$ cat config.mk
export PLATFORM = sky130hd
export DESIGN_NAME = lod_mult_seq
export DESIGN_NICKNAME = d
export VERILOG_FILES = /design/src/rtl/lod_mult_seq.sv
export SDC_FILE = /design/constraint.sdc
export NUM_CORES = 1
export LEC_CHECK = 0
export CAP_MARGIN = 10
export CORE_ASPECT_RATIO = 0.8
export CORE_MARGIN = 2
export CORE_UTILIZATION = 45
export CTS_CLUSTER_DIAMETER = 30
export DETAILED_ROUTE_END_ITERATION = 10
export GPL_TIMING_DRIVEN = 0
export PLACE_DENSITY = 0.63
export SLEW_MARGIN = 15
export SYNTH_ARGS = -nofsm -noshare
export SYNTH_HDL_FRONTEND = slang
export SYNTH_SLANG_ARGS = --single-unit
$ cat constraint.sdc
create_clock -name clk -period 7.2 [get_ports clk]
set_clock_uncertainty 0.2 [all_clocks]
set_input_delay 1.44 -clock clk [delete_from_list [all_inputs] [get_ports clk]]
set_output_delay 1.44 -clock clk [all_outputs]
set_load 0.1 [all_outputs]
$ cat src/rtl/lod_mult_seq.sv
// ---------------------------------------------------------------------------
// lod_mult_seq
//   Sequential 8x8 unsigned multiplier using Mitchell's logarithmic
//   approximation. A single 8-bit leading-one detector is shared between the
//   two operands. Each operation runs through these steps:
//     accept -> LOD(a) -> LOD(b) -> log-add/antilog -> hold result
//   Valid/ready handshakes are used on both the operand side and the result side.
//
// Parameters
//   ZERO_SKIP : 1 = a zero operand goes straight to DONE with p=0
//               0 = the full sequence runs and the result is forced to 0
//   CNT_W     : width of the delivered-product counter (wraps)
//
// Ports
//   clk        in   rising-edge clock
//   rst        in   synchronous reset, active-high
//   in_valid   in   operand pair valid
//   in_ready   out  block can accept operands (IDLE only)
//   a, b       in   8-bit unsigned operands
//   out_valid  out  product valid (DONE only)
//   out_ready  in   sink accepts product
//   p          out  16-bit approximate product
//   op_count   out  number of products delivered
// ---------------------------------------------------------------------------
module lod_mult_seq #(
  parameter int ZERO_SKIP = 1,
  parameter int CNT_W     = 16
) (
  input  logic             clk,
  input  logic             rst,
  input  logic             in_valid,
  output logic             in_ready,
  input  logic [7:0]       a,
  input  logic [7:0]       b,
  output logic             out_valid,
  input  logic             out_ready,
  output logic [15:0]      p,
  output logic [CNT_W-1:0] op_count
);

  localparam logic [2:0] S_IDLE  = 3'd0;
  localparam logic [2:0] S_LOD_A = 3'd1;
  localparam logic [2:0] S_LOD_B = 3'd2;
  localparam logic [2:0] S_CALC  = 3'd3;
  localparam logic [2:0] S_DONE  = 3'd4;

  logic [2:0]       state_reg;
  logic [7:0]       a_reg, b_reg;
  logic [2:0]       ka_reg, kb_reg;
  logic [7:0]       xa_reg, xb_reg;
  logic [15:0]      p_reg;
  logic [CNT_W-1:0] op_count_reg;

  // -------------------------------------------------------------------------
  // Shared leading-one detector. It looks at a_reg only while in LOD_A.
  // In every other state it looks at b_reg.
  // -------------------------------------------------------------------------
  logic [7:0] lod_d;
  logic [7:0] lod_hit;   // one-hot marker of the highest set bit
  logic [2:0] lod_k;
  logic [6:0] lod_frac;
  logic [7:0] lod_x;

  assign lod_d = (state_reg == S_LOD_A) ? a_reg : b_reg;

  genvar gi;
  generate
    for (gi = 0; gi < 8; gi++) begin : g_lod_hit
      if (gi == 7) begin : g_top
        assign lod_hit[gi] = lod_d[gi];
      end else begin : g_low
        assign lod_hit[gi] = lod_d[gi] & ~(|lod_d[7:gi+1]);
      end
    end
  endgenerate

  // Encode the one-hot marker into an index.
  // When d is 0 there is no hit, so k falls out as 0, the same as for d=1.
  always_comb begin
    lod_k = 3'd0;
    for (int i = 0; i < 8; i++) begin
      if (lod_hit[i]) begin
        lod_k = lod_k | 3'(i);
      end
    end
  end

  // Shift the bits below the leading one up to the top of a 7-bit fraction.
  // The leading one itself falls off the top.
  assign lod_frac = lod_d[6:0] << (3'd7 - lod_k);
  assign lod_x    = {1'b0, lod_frac};

  // -------------------------------------------------------------------------
  // Log-domain add and antilog.
  // If the fraction sum carries into bit 7, (1+f) already exceeds 2, so the
  // carry acts as an extra power of two and the characteristic is bumped by 1.
  // -------------------------------------------------------------------------
  logic [7:0]  s_sum;
  logic [3:0]  kk_sum;
  logic [22:0] mant;
  logic [15:0] calc_p;

  assign s_sum  = xa_reg + xb_reg;
  assign kk_sum = {1'b0, ka_reg} + {1'b0, kb_reg};
  assign mant   = s_sum[7] ? ({15'd0, s_sum} << (kk_sum + 4'd1))
                           : ({15'd0, 1'b1, s_sum[6:0]} << kk_sum);
  assign calc_p = ((a_reg == 8'd0) || (b_reg == 8'd0)) ? 16'd0 : 16'(mant >> 7);

  // -------------------------------------------------------------------------
  // Control FSM
  // -------------------------------------------------------------------------
  always_ff @(posedge clk) begin
    if (rst) begin
      state_reg    <= S_IDLE;
      a_reg        <= '0;
      b_reg        <= '0;
      ka_reg       <= '0;
      kb_reg       <= '0;
      xa_reg       <= '0;
      xb_reg       <= '0;
      p_reg        <= '0;
      op_count_reg <= '0;
    end else begin
      case (state_reg)
        S_IDLE: begin
          if (in_valid) begin
            a_reg <= a;
            b_reg <= b;
            if ((ZERO_SKIP != 0) && ((a == 8'd0) || (b == 8'd0))) begin
              p_reg     <= 16'd0;
              state_reg <= S_DONE;
            end else begin
              state_reg <= S_LOD_A;
            end
          end
        end
        S_LOD_A: begin
          ka_reg    <= lod_k;
          xa_reg    <= lod_x;
          state_reg <= S_LOD_B;
        end
        S_LOD_B: begin
          kb_reg    <= lod_k;
          xb_reg    <= lod_x;
          state_reg <= S_CALC;
        end
        S_CALC: begin
          p_reg     <= calc_p;
          state_reg <= S_DONE;
        end
        S_DONE: begin
          // Going back through IDLE means a new pair is never accepted
          // in the same cycle that the result is delivered.
          if (out_ready) begin
            op_count_reg <= op_count_reg + 1'b1;
            state_reg    <= S_IDLE;
          end
        end
        default: state_reg <= S_IDLE;
      endcase
    end
  end

  assign in_ready  = (state_reg == S_IDLE);
  assign out_valid = (state_reg == S_DONE);
  assign p         = p_reg;
  assign op_count  = op_count_reg;

endmodule

==> results.tsv <==
stage	metric	value	unit
status	status	finished, final reports clean	
floorplanning	Die ar.	11420	sq um
floorplanning	Core Footprint	10280	sq um
layout	Final Instance Count excl. Fillers	835	
floorplanning	Die X	119.0	microns
placement	Port Buf Inserts	52	
placement	placed instance count	820	
pwr	P_sw	461.3	uW
yosys	cells after synthesis	628	
setup_path	critical path arrival	2.43	ns
cts	total CTS buffers	9	
route	met1 WL	7.393	mm
pwr	Internal Dissipation	806.3	uW
cts	postcts setup bufs	0	
cts	Clk Latency, worst-skew pair	0.34	ns
setup_path	worst-path fanout max	9	
setup_path	Required @ worst endpoint	5.56	ns
layout	share of layout cells above drive strength 1	5.899	%
layout	# nets final	726	
cts	root buf cell	clkbuf_16	
timing	f_max	245.4	MHz
yosys	Avg Inst Size Synth	7.581	sq um
timing	Worst Max-Slew Pin Slew	1.002	ns
pwr	Reg power frac	33.7	%
floorplanning	Ports	54	
pwr	static leakage	0.002111	uW
setup_path	Reg-to-Reg Start	ka_reg[0]	
route	routed wire length	15.52	mm
grt	GR Util All Layers	28.11	%
cts	Max Root-Sink Buffers	2	
yosys	Syn Std Cell Area	4761	sq um
pwr	switch share	36.39	%
placement	Post-DP HPWL	11.80	mm
route	DRT iter0 DRCs	564	
min_path	min-delay src	kb_reg[2]	
timing	fin. max-slew vios	0	
yosys	Synth async-reset ratio	0	%
timing	fin crit share	56.60	%
yosys	Primary FF master, synth	dfxtp_1	
layout	commonest non-fill, non-tap cell in the layout	nand2_1	
route	Residual DRC	0	
timing	Hold Fails Final Rpt	0	
yosys	#FFs+latches synth	71	
cts	H-tree lvl count	3	
layout	Final Core Density	55.96	%
grt	GRT Residual Overflow	0	
route	vias per cell	6.158	
pwr	Max VDD drop	0.09934	mV
grt	first-pass GRT wire length	25.25	mm
yosys	EDFF count, synth	0	
route	WL met2	6.280	mm
timing	TNS Setup	0	ns
cts	clock-pin slew on the worst setup and hold paths	0.06	ns
placement	Placer Congestion	0.9489	
setup_path	CP peak stage delay	1.16	ns
placement	Placed Area	5456	sq um
setup_path	critical path class	reg -> out	
route	wire length per cell	18.59	microns
setup_path	critical-path cell list	buf_2 > or3_1 > inv_1 > clkdlybuf4s50_1	
cts	CTS tree	done	
setup_path	crit path capture type	output port	
layout	most frequent cells in the layout	nand2_1 (87), dfxtp_1 (71), nor2_1 (64)	
route	DR pass1 iterations	5	
setup_path	CP max-delay cell	clkdlybuf4s50_1	
cts	post-CTS resize count	0	
grt	vias in the first global route	4790	
pwr	combinational share of power	30.1	%
pwr	pwr dens	220.3	nW/um^2
floorplanning	Cell Rows	33	
layout	Inserted Diodes	0	
yosys	Yosys warnings	0	
cts	hold buffers post-CTS	0	
job	MaxCap Viol Count	0	
timing	final setup fails	0	
yosys	Synth Net Count	663	
setup_path	Critical Path Start	state_reg[1]	
cts	clk sinks	71	
grt	initial antenna violation count	0	
min_path	HP Class	reg -> reg	
timing	Final min period	4.075	ns
route	met3 wire length	1.677	mm
setup_path	startpoint types	flop	
layout	post-route cell area	5753	sq um
timing	unrepaired setup endpoints after global routing	false	
route	vias	5142	
grt	largest net degree at the start of global routing	13	
layout	synth-to-layout area growth	20.84	%
yosys	Netlist cell types	78	
pwr	Clk pwr share	36.2	%
floorplanning	Die Height	96	microns
route	Top Metal Used	met4	
yosys	sequential share of the synthesized area	29.86	%
timing	max_slew headroom	32.99	%
route	Antenna Violating Nets Remaining	0	
floorplanning	Starting Density	46.31	%
-- worst max-delay path: cells and delay by family (launching register included) --
| kind | cells | cell delay [ns] |
|---|---|---|
| buffers and inverters | 3 | 1.43 |
| flip-flops | 1 | 0.29 |
| AND/OR/NAND/NOR | 1 | 0.37 |
-- synthesized netlist by cell type, types with 4 or more instances --
| master | count | share of area [%] |
|---|---|---|
| and2_1 | 5 | 0.66 |
| or3_1 | 6 | 0.79 |
| a21o_1 | 13 | 2.0 |
| buf_2 | 4 | 0.42 |
| nor2_1 | 64 | 5.0 |
| a221oi_1 | 6 | 1.1 |
| mux2_2 | 6 | 1.4 |
| dfxtp_1 | 71 | 30 |
| a311oi_1 | 4 | 0.74 |
| mux2i_1 | 10 | 2.1 |
| a31oi_1 | 5 | 0.66 |
| o22ai_1 | 5 | 0.66 |
| clkbuf_1 | 33 | 2.6 |
| inv_1 | 17 | 1.3 |
| nand2_1 | 87 | 6.9 |
| a21oi_1 | 52 | 5.5 |
| ha_1 | 13 | 3.4 |
| nor3_1 | 25 | 2.6 |
| o21ai_0 | 22 | 2.3 |
| o21ai_1 | 9 | 0.95 |
| o211ai_1 | 9 | 1.4 |
| a221o_1 | 5 | 1.1 |
| a2111oi_0 | 6 | 1.1 |
| and3_1 | 8 | 1.1 |
| nor2b_1 | 4 | 0.53 |
| nand4_1 | 5 | 0.66 |
| xor2_1 | 12 | 2.2 |
| xnor2_1 | 6 | 1.1 |
| nand3_1 | 26 | 2.7 |
| nor4_1 | 6 | 0.79 |
| a211oi_1 | 14 | 2.2 |
-- power by group through the flow --
stage / Clock (uW) / Combinational, uW / Sequential, uW
floorplan: 0 / 262 / 431
global placement: 0 / 364 / 435
detailed placement: 0 / 365 / 435
CTS: 465 / 366 / 427
global route: 480 / 412 / 429
finish: 459 / 381 / 427
-- kinds of logic after synthesis --
| kind of cell | synth area share (%) |
|---|---|
| AOI/OAI and AO/OA | 27.20 |
| xor gates and xnor gates | 3.311 |
| adders and majority gates | 4.258 |
| buffers and inverters | 4.757 |
| DFF | 29.86 |
| muxes | 4.284 |
| and+or+nand+nor | 26.33 |
-- per-layer routing --
layer  GRT usage (%)  vias up
met4           6.746        0
li1                -     2437
met5               0        -
met2           41.67      258
met1           39.59     2426
met3           9.005       21
-- final cells by class --
| class | instances | area [sq um] |
|---|---|---|
| buffer | 39 | 155.1 |
| clock buffer | 11 | 242.7 |
| clock inverter | 4 | 53.80 |
| fill | 1005 | 4528 |
| inverter | 19 | 71.32 |
| multi-input combinational | 499 | 3113 |
| sequential | 71 | 1421 |
| tap | 140 | 175.2 |
| timing repair buffer | 52 | 520.5 |
-- path summary, 6_finish.rpt --
kind / slack, ns / depth (start not counted) / to
worst max register to register: 3.29 / 12 / p[5]
worst min-delay path: 0.26 / 2 / kb_reg[2]
worst min register to register: 0.26 / 2 / kb_reg[2]
worst max-delay path: 3.13 / 4 / in_ready
-- per-stage QoR --
stage / hold WS [ns] / power (uW) / setup WS, ns
CTS: 0.2623 / 1258 / 3.114
global route: 0.2893 / 1321 / 3.001
floorplan: 0.2356 / 693.7 / 2.735
detailed placement: 0.2544 / 799.9 / 3.024
global placement: 0.2561 / 798.9 / 3.032
finish: 0.2608 / 1268 / 3.125
Note: power is estimated with default switching activity, not from simulation.
